===== src/rtl/n_to_kn_demux_buffer_pkg.sv =====
`default_nettype none
// ============================================================================
// Package : demux_pkg
// Purpose : Shared width helpers and the fill-state encoding for the
//           N-to-KN demux buffer and its slot decoder.
// Contents: state_t    - EMPTY / FILLING / FULL
//           calc_in_w  - bits per input beat
//           calc_out_w - bits per assembled output vector
//           calc_sel_w - slot-index width, never narrower than 1 bit
// Revision: 1.0 - initial release
// ============================================================================
package demux_pkg;

  typedef enum logic [1:0] {
    ST_EMPTY   = 2'd0,
    ST_FILLING = 2'd1,
    ST_FULL    = 2'd2
  } state_t;

  function automatic int calc_in_w(input int units, input int elem_w);
    return elem_w * (units / 2);
  endfunction

  function automatic int calc_out_w(input int units, input int elem_w, input int slots);
    return slots * calc_in_w(units, elem_w);
  endfunction

  // $clog2(2) is already 1; the guard covers a degenerate single-slot build.
  function automatic int calc_sel_w(input int slots);
    return (slots <= 2) ? 1 : $clog2(slots);
  endfunction

endpackage
`default_nettype wire


===== src/rtl/n_to_kn_demux_buffer_decoder.sv =====
`default_nettype none
// ============================================================================
// Module  : slot_onehot_decoder
// Purpose : Turns a slot index plus enable into a one-hot write strobe.
//           An index at or above no_of_slots produces no strobe and raises
//           out_of_range instead (only while enabled).
// Ports   : idx          in  sel_w        slot index
//           en           in  1            write enable
//           strobe       out no_of_slots  one-hot write strobe
//           out_of_range out 1            enabled index >= no_of_slots
// Revision: 1.0 - initial release
// ============================================================================
module slot_onehot_decoder #(
  parameter int no_of_slots = 2,
  parameter int sel_w       = 1
) (
  input  logic [sel_w-1:0]       idx,
  input  logic                   en,
  output logic [no_of_slots-1:0] strobe,
  output logic                   out_of_range
);

  always_comb begin
    strobe       = '0;
    out_of_range = en && (int'(idx) >= no_of_slots);
    for (int s = 0; s < no_of_slots; s++) begin
      strobe[s] = en && (int'(idx) == s);
    end
  end

endmodule
`default_nettype wire


===== src/rtl/n_to_kn_demux_buffer.sv =====
`default_nettype none
// ============================================================================
// Module  : n_to_kn_demux_buffer
// Purpose : Collects no_of_slots half-width input beats into one packed
//           output vector (sequential fill or explicit slot select) and
//           hands it downstream with valid/ready. A flush emits a partial
//           vector; out_mask tells which slots were written.
// Ports   : clk, rst_n (async, active-low)
//           mode                  0 = sequential, 1 = explicit (latched in EMPTY)
//           in_data/in_sel/in_valid/in_ready   input beat handshake
//           flush                 emit a partially filled vector
//           out_data/out_mask/out_valid/out_ready  output vector handshake
//           sel_err               pulse after an out-of-range explicit beat
// Revision: 1.0 - initial release
// ============================================================================
module n_to_kn_demux_buffer
  import demux_pkg::*;
#(
  parameter int no_of_units   = 8,
  parameter int element_width = 32,
  parameter int no_of_slots   = 2,
  localparam int IN_W  = calc_in_w(no_of_units, element_width),
  localparam int OUT_W = calc_out_w(no_of_units, element_width, no_of_slots),
  localparam int SEL_W = calc_sel_w(no_of_slots)
) (
  input  logic                   clk,
  input  logic                   rst_n,
  input  logic                   mode,
  input  logic [IN_W-1:0]        in_data,
  input  logic [SEL_W-1:0]       in_sel,
  input  logic                   in_valid,
  output logic                   in_ready,
  input  logic                   flush,
  output logic [OUT_W-1:0]       out_data,
  output logic [no_of_slots-1:0] out_mask,
  output logic                   out_valid,
  input  logic                   out_ready,
  output logic                   sel_err
);

  state_t                   state;
  state_t                   next_state;
  logic [SEL_W-1:0]         wr_ptr;
  logic                     mode_q;

  logic                     accept;
  logic                     drain;
  logic                     flush_eff;
  logic [SEL_W-1:0]         base_ptr;
  logic [no_of_slots-1:0]   base_mask;
  logic [OUT_W-1:0]         base_data;
  logic [SEL_W-1:0]         dec_idx;
  logic [no_of_slots-1:0]   strobe;
  logic                     oor;
  logic [no_of_slots-1:0]   new_mask;
  logic [OUT_W-1:0]         new_data;

  assign out_valid = (state == ST_FULL);
  // Combinational from out_ready so a drain and an accept share one cycle.
  assign in_ready  = !out_valid || out_ready;
  assign accept    = in_valid && in_ready;
  assign drain     = out_valid && out_ready;
  assign flush_eff = flush && (state == ST_FILLING);

  // A drain clears the vector first, so a beat accepted in the same cycle
  // lands in the fresh vector rather than the one leaving.
  assign base_ptr  = drain ? '0 : wr_ptr;
  assign base_mask = drain ? '0 : out_mask;
  assign base_data = drain ? '0 : out_data;
  assign dec_idx   = mode_q ? in_sel : base_ptr;

  slot_onehot_decoder #(
    .no_of_slots (no_of_slots),
    .sel_w       (SEL_W)
  ) u_decoder (
    .idx          (dec_idx),
    .en           (accept),
    .strobe       (strobe),
    .out_of_range (oor)
  );

  always_comb begin
    new_mask = base_mask | strobe;
    new_data = base_data;
    for (int s = 0; s < no_of_slots; s++) begin
      if (strobe[s]) new_data[s*IN_W +: IN_W] = in_data;
    end

    next_state = state;
    if (state == ST_FULL && !drain) begin
      next_state = ST_FULL;
    end else if (flush_eff || (&new_mask)) begin
      // Sequential fill reaches all-ones exactly when slot K-1 is written.
      next_state = ST_FULL;
    end else if (|new_mask) begin
      next_state = ST_FILLING;
    end else begin
      next_state = ST_EMPTY;
    end
  end

  always_ff @(posedge clk or negedge rst_n) begin
    if (!rst_n) begin
      state    <= ST_EMPTY;
      wr_ptr   <= '0;
      mode_q   <= 1'b0;
      out_data <= '0;
      out_mask <= '0;
      sel_err  <= 1'b0;
    end else begin
      // While FULL and stalled, accept is low and new_* equal the current
      // contents, so these updates hold the output stable.
      state    <= next_state;
      out_data <= new_data;
      out_mask <= new_mask;
      wr_ptr   <= (accept && !mode_q) ? base_ptr + SEL_W'(1) : base_ptr;
      sel_err  <= accept && mode_q && oor;
      if (state == ST_EMPTY && !accept) mode_q <= mode;
    end
  end

endmodule
`default_nettype wire


===== config.mk =====
export PLATFORM = sky130hd
export DESIGN_NAME = n_to_kn_demux_buffer
export DESIGN_NICKNAME = d
export VERILOG_FILES = /design/src/rtl/n_to_kn_demux_buffer_pkg.sv /design/src/rtl/n_to_kn_demux_buffer_decoder.sv /design/src/rtl/n_to_kn_demux_buffer.sv
export SDC_FILE = /design/constraint.sdc
export NUM_CORES = 1
export LEC_CHECK = 0
export CELL_PAD_IN_SITES_DETAIL_PLACEMENT = 1
export CELL_PAD_IN_SITES_GLOBAL_PLACEMENT = 2
export CORE_ASPECT_RATIO = 0.5
export CORE_MARGIN = 4
export CORE_UTILIZATION = 25
export CTS_CLUSTER_SIZE = 25
export DETAILED_ROUTE_END_ITERATION = 12
export HOLD_SLACK_MARGIN = 0.02
export PLACE_DENSITY = 0.73
export RECOVER_POWER = 50
export SETUP_SLACK_MARGIN = 0.5
export SLEW_MARGIN = 20
export SYNTH_ARGS = -nofsm -noshare
export SYNTH_HDL_FRONTEND = slang
export SYNTH_SLANG_ARGS = --single-unit

===== constraint.sdc =====
create_clock -name clk -period 1.6 [get_ports clk]
set_input_delay 0.32 -clock clk [delete_from_list [all_inputs] [get_ports clk]]
set_output_delay 0.32 -clock clk [all_outputs]
set_load 0.005 [all_outputs]

==> results of run 1 <==
cell families after synthesis:
| logic type | synth area share [%] |
|---|---|
| AOI/OAI and AO/OA | 0.674 |
| DFF | 58.8 |
| other | 0.0337 |
| xor gates and xnor gates | 0.0786 |
| muxes | 23.1 |
| and+or+nand+nor | 9.45 |
| buffers and inverters | 7.83 |
report_power, final:
part           total, mW  internal [mW]  switching (mW)
clock network       6.31           3.63            2.68
registers           11.3           9.49            1.79
logic               16.1           8.87            7.27
total               33.7           22.0            11.7
sequential cells by signal, summed over array words and instances (netlist names):
name      flops
out_data    256
wr_ptr        1
state         2
mode_q        1
out_mask      2
routing by layer:
metal	wire, um	track usage [%]
met5	0	0
met4	1970	7.09
met3	755	1.88
met2	25000	34.2
met1	15600	17.7
Yosys cell counts, drive strengths merged:
cell,count
nand2,260
and2,1
nand2b,1
clkbuf,25
a31o,2
a21oi,2
nand3,1
o21ai,2
or2,1
o21bai,1
dfrtp,262
nor2,3
a31oi,1
nor3b,2
nor2b,1
xnor2,1
nor3,1
nand3b,1
mux2i,257
inv,132
buf,34
a21o,1
o211ai,1
conb,1
o31a,1
how the worst min path moves through the flow:
| stage | cells past startpoint | end |
|---|---|---|
| 6_report | 3 | out_data[123] |
| 5_1_grt | 3 | out_data[1] |
| 4_1_cts | 2 | out_data[210] |
| 3_5_place_dp | 1 | out_data[96] |
| 3_3_place_gp | 1 | out_data[96] |
| 2_1_floorplan | 0 | mode_q |
cell type report:
| class | count | area [um^2] |
|---|---|---|
| Clock inverter | 10 | 105 |
| Inverter | 132 | 495 |
| Clock buffer | 36 | 759 |
| Multi-Input combinational cell | 542 | 3800 |
| Tap cell | 588 | 736 |
| Timing Repair Buffer | 596 | 5180 |
| Antenna cell | 1 | 2.50 |
| Fill cell | 4860 | 26100 |
| Sequential cell | 262 | 6560 |
worst min-delay path, delay by kind of cell:
kind | cells | cell delay (ps)
buffers and inverters | 2 | 470
muxes | 1 | 70
per-stage QoR:
step                      total power [mW]  util [%]
after global routing                  35.9      40.3
after global placement                25.9      37.0
after CTS                             32.7      38.7
after detailed placement              26.5      37.0
final                                 33.7      40.3
after floorplan                       16.9         -
what timing repair did:
| item | CTS | global route |
|---|---|---|
| hold buffers | 1 | 0 |
| cloned | 3 | 3 |
| gates resized for setup | 1159 | 20 |
| hold endpoints to repair | 262 | 0 |
| endpoints found under the setup margin | 521 | 521 |
| buffers inserted | 72 | 74 |
| pin swaps | 1 | 2 |
==> flow_metrics.env, run 1 <==
export IMPL_cp_data_required_time_ps=2050
export IMPL_whs_ps=354
export IMPL_finClkSkew_ps=8.62
export IMPL_wire_per_inst_um=20.0
export IMPL_post_route_period_util_pct=113
export IMPL_clk_path_buf_depth=3
export IMPL_num_vias=9153
export IMPL_worstSetupPathDepth=8
export IMPL_via_per_inst=4.22
export IMPL_antenna_found_initial=1
export IMPL_crit_buf_inv=4
export IMPL_grt_max_degree=107
export IMPL_io_buffers=394
export IMPL_synthesis_area_um2=11100
export IMPL_finalSetupTns_ps=-36510
export IMPL_endpoint="out_data[235]"
export IMPL_slew_viol_final=0
export IMPL_clk_insertion_delay_late_ps=540
export IMPL_grt_total_usage_pct=16.8
export IMPL_tritoncts="done"
export IMPL_ios=396
export IMPL_yosysTopAreaCell="dfrtp_1"
export IMPL_htree_levels=1
export IMPL_grt_pass1_wl_um=63100
export IMPL_die_area_um2=48200
export IMPL_reg2reg_setup_slack_ps=-220
export IMPL_most_common_layout_cells="dfrtp_1, nand2_1, mux2i_1, buf_2, buf_4"
export IMPL_placed_area_um2=16200
export IMPL_fin_cells=2167
export IMPL_routed_wl_um=43400
export IMPL_timing_critical_path_from="state[0]"
export IMPL_min_from="in_data[123]"
export IMPL_violations="negative setup slack"
export IMPL_crit_fanout=7
export IMPL_drt_first_pass_iters=4
export IMPL_finalSetupViolCount=255
export IMPL_status="finished with violations"
export IMPL_ant_nets=0
export IMPL_synth_area_leaders="dfrtp_1, mux2i_1, nand2_1"
export IMPL_gp_congestion=0.807
export IMPL_hpwl_um=31000
export IMPL_synth_distinct_cells=32
export IMPL_root_buffer="clkbuf_16"
export IMPL_worstSetupPathType="reg -> reg"
export IMPL_worstPathCellList="buf_6, nand3b_1, a31o_1, nor2b_4, buf_12, buf_4, buf_6, mux2i_1"
export IMPL_yosysWarningCount=0
export IMPL_power_density_nw_per_um2=1910
export IMPL_final_cell_area_um2=17600
export IMPL_cts_reportedPaths_clkPinSlew_ps=70
export IMPL_synth_fp_nets=1130
export IMPL_placementRows=54
export IMPL_cp_slowest_cell="dfrtp_1"
export IMPL_clock_sinks=262
export IMPL_fin_crit_ps=1820
export IMPL_critPathLaunchType="flop"
export IMPL_coreArea_um2=43800
export IMPL_reg2reg_depth=8
export IMPL_rsz0062_at_grt="true"
export IMPL_synthToLayoutAreaGrowth_pct=58.3
export IMPL_gr_total_overflow=0
export IMPL_fmax_ghz=0.551
export IMPL_dp_cells=1967
export IMPL_maxSlewHeadroom_pct=53.8
export IMPL_synth_area_per_cell_um2=11.2
export IMPL_start_util_pct=25.4
export IMPL_timing_rr_end="out_data[235]"
export IMPL_r2r_start="state[0]"
export IMPL_drive_gt1_share_pct=33.3
export IMPL_p_leak_nw=9.07
export IMPL_crit_top_cell="buf_6"
export IMPL_ys_seq_area_share_pct=58.8
export IMPL_syn_inst=995
export IMPL_worst_pin_slew_ps=693
export IMPL_cts_inserted_buffers=27
export IMPL_drv_cap=0
export IMPL_end_kind="flop"
export IMPL_worstHoldPathType="in -> reg"
export IMPL_synth_seq_cells=262
export IMPL_cpPeakStageDelay_ps=360
export IMPL_place_ws_ps=-522
export IMPL_first_global_vias=10200
export IMPL_fp_dieW_um=307
export IMPL_final_nets=1696
export IMPL_timing_final_ws_setup_ps=-216
export IMPL_irDropWorstVdd_mv=0.798
export IMPL_first_iter_violations=379
export IMPL_final_hold_viol_count=0
export IMPL_die_y_um=157
export IMPL_crit_family="buffers and inverters"
export IMPL_drc=0
export IMPL_yosysTopAreaCellShare_pct=58.8
export IMPL_worstPathArrival_ps=2260
export IMPL_final_common_cell="dfrtp_1"
No activity file was read; power rests on OpenSTA's default activity.
==> run 2: changes to the inputs <==
CORE_UTILIZATION = 23   (was 25)
PLACE_DENSITY = 0.74   (was 0.73)
SYNTH_HIERARCHICAL = 1   (was default)
==> run 2 against run 1 <==
- combinational power is 30% higher
- highest routed layer unchanged
- sequential cell count is 1 higher
- the flow still finishes with violations (negative setup slack)
- largest power group unchanged
- critical path type unchanged
- clock power is 14% higher
==> flow_metrics.env, run 2 <==
export IMPL_antenna_found_initial=5
export IMPL_ant_nets=0
export IMPL_synth_main_ff_cell="dfrtp_1"
export IMPL_grt_pass1_wl_um=74700
export IMPL_finalSetupViolCount=443
export IMPL_irDropWorstVdd_mv=0.939
export IMPL_worst_pin_slew_ps=1380
export IMPL_most_common_layout_cells="nand2_1, dfrtp_1, clkdlybuf4s50_1, o21ai_1, buf_6"
export IMPL_min_from="in_data[43]"
export IMPL_maxSlewHeadroom_pct=7.83
export IMPL_synth_seq_cells=263
export IMPL_wire_per_inst_um=23.9
export IMPL_yosysTopAreaCell="dfrtp_1"
export IMPL_worstHoldEndpoint="out_data[43]"
export IMPL_final_common_cell="nand2_1"
export IMPL_drt_first_pass_iters=4
export IMPL_worstPathArrival_ps=2370
export IMPL_cp_data_required_time_ps=2020
export IMPL_clk_insertion_delay_late_ps=550
export IMPL_synth_area_leaders="dfrtp_1, nand2_1, o21ai_0"
export IMPL_drive_gt1_share_pct=32.0
export IMPL_final_nets=1783
export IMPL_ys_seq_area_share_pct=63.5
export IMPL_reg2reg_setup_slack_ps=-350
export IMPL_r2r_start="state[0]"
export IMPL_timing_final_ws_setup_ps=-354
export IMPL_first_global_vias=11300
export IMPL_critPathLaunchType="flop"
export IMPL_fin_crit_ps=1950
export IMPL_fin_cells=2263
export IMPL_asyncSetResetFlopFracSynth_pct=100
export IMPL_clk_path_buf_depth=3
export IMPL_io_buffers=395
export IMPL_drv_cap=0
export IMPL_timing_rr_end="state[0]"
export IMPL_fmax_ghz=0.512
export IMPL_synthesis_area_um2=10400
export IMPL_yosysMostFrequentCell="nand2_1"
export IMPL_nFillCells=4825
export IMPL_p_clk_share_pct=18.3
export IMPL_placementRows=54
export IMPL_gp_congestion=0.811
export IMPL_yosysWarningCount=6
export IMPL_coreArea_um2=44100
export IMPL_grt_total_usage_pct=20.4
export IMPL_synthToLayoutAreaGrowth_pct=85.7
export IMPL_end_kind="flop"
export IMPL_grt_max_degree=70
export IMPL_dp_cells=2069
export IMPL_hpwl_um=29900
export IMPL_rsz0062_at_grt="true"
export IMPL_reg2reg_depth=7
export IMPL_worstSetupPathType="reg -> reg"
export IMPL_tritoncts="done"
export IMPL_yosys_top_cells_count="nand2_1, dfrtp_1, o21ai_0"
export IMPL_synth_area_per_cell_um2=9.05
export IMPL_holdPathStages=3
export IMPL_comb_power_share_pct=53.4
export IMPL_clock_sinks=263
export IMPL_reg_top3="out_data x256, out_mask x2, state x2"
export IMPL_fp_dieW_um=308
export IMPL_finClkSkew_ps=6.22
export IMPL_slew_viol_final=0
export IMPL_synth_distinct_cells=25
export IMPL_internal_power_mw=24.9
export IMPL_root_buffer="clkbuf_16"
export IMPL_status="finished with violations"
export IMPL_yosysTopAreaCellShare_pct=63.5
export IMPL_cts_reportedPaths_clkPinSlew_ps=60
export IMPL_violations="negative setup slack"
export IMPL_post_route_period_util_pct=122
export IMPL_switching_share_pct=36.6
export IMPL_final_cell_area_um2=19200
export IMPL_crit_fanout=4
export IMPL_switchingPower_mw=14.4
export IMPL_synth_edf_count=0
export IMPL_largest_register_ffs=256
export IMPL_seqPwrFrac_pct=28.3
export IMPL_synth_fp_nets=1279
export IMPL_die_area_um2=48700
export IMPL_num_vias=10600
export IMPL_placed_area_um2=15100
export IMPL_worstHoldPathType="in -> reg"
export IMPL_p_leak_nw=8.75
export IMPL_drc=0
export IMPL_via_per_inst=4.70
export IMPL_cts_inserted_buffers=28
export IMPL_gr_total_overflow=0
export IMPL_htree_levels=1
export IMPL_first_iter_violations=629
export IMPL_routed_wl_um=54200
export IMPL_power_density_nw_per_um2=2040
export IMPL_start_util_pct=23.5
export IMPL_regMostFlops="out_data"
export IMPL_syn_inst=1144
export IMPL_die_y_um=158
export IMPL_ios=396
export IMPL_final_hold_viol_count=0
-- run 2: logic make-up after synthesis --
| logic type | count (synthesis) | share of synthesized area, % |
|---|---|---|
| buffers and inverters | 86 | 3.79 |
| and+or+nand+nor | 530 | 19.6 |
| AOI/OAI and AO/OA | 263 | 12.9 |
| muxes | 1 | 0.109 |
| DFF | 263 | 63.5 |
| other | 1 | 0.0362 |
-- run 2: worst max path at each step --
stage                   start             to  depth (start not counted)
global placement    out_ready  out_data[198]                          7
CTS                  state[0]   out_data[37]                          8
global route         state[1]  out_data[227]                         10
floorplan            state[0]   out_data[16]                         11
detailed placement  out_ready  out_data[199]                          7
finish               state[0]       state[0]                          7
-- run 2: layout make-up --
cell class / instances / area, um^2 / share of cell area (%)
clock inverter: 8 / 165 / 0.858
sequential: 263 / 6580 / 34.2
multi-input combinational: 797 / 4220 / 21.9
tap: 588 / 736 / 3.82
timing repair buffer: 558 / 6690 / 34.8
clock buffer: 44 / 832 / 4.32
antenna: 5 / 12.5 / 0.0650
-- run 2: stage by stage --
step	power, mW	TNS [ps]	setup WS (ps)	utilization (%)	hold WS (ps)
global placement	24.1	-118810	-574	34.2	256
CTS	37.4	-77080	-318	41.8	265
floorplan	16.4	-46320	-254	-	24.4
detailed placement	24.6	-133180	-669	34.2	259
finish	39.3	-93170	-354	43.7	346
global route	41.3	-139550	-430	43.7	348
-- run 2: worst max-delay path: stages, from the launching register on --
cell	delay (ps)
dfrtp_1	400
or3b_4	390
and2_4	160
buf_6	120
buf_4	130
and2b_4	220
a311oi_2	320
a2111oi_4	90
-- run 2: timing repair --
item	in CTS	in global routing
endpoints found under the hold margin	35	0
pin swaps	41	15
gates resized for setup	865	98
buffers inserted	63	14
cloned	44	15
hold buffers	1	0
endpoints found under the setup margin	523	523
-- run 2: power by group through the flow --
stage	logic [mW]	registers, mW	clock network [mW]
global route	22.2	11.4	7.67
detailed placement	13.5	11.1	0
CTS	19.0	11.1	7.33
floorplan	5.37	11.0	0
finish	21.0	11.1	7.20
global placement	13.1	10.9	0
-- run 2: metal layers --
layer  GRT usage, %  vias to the layer above  wire length (um)
met5              0                        -                 0
met4           11.2                        0              3500
met3           2.74                      141              1540
met2           38.5                      262             29100
met1           22.4                     5504             20000
li1               -                     4736                 -
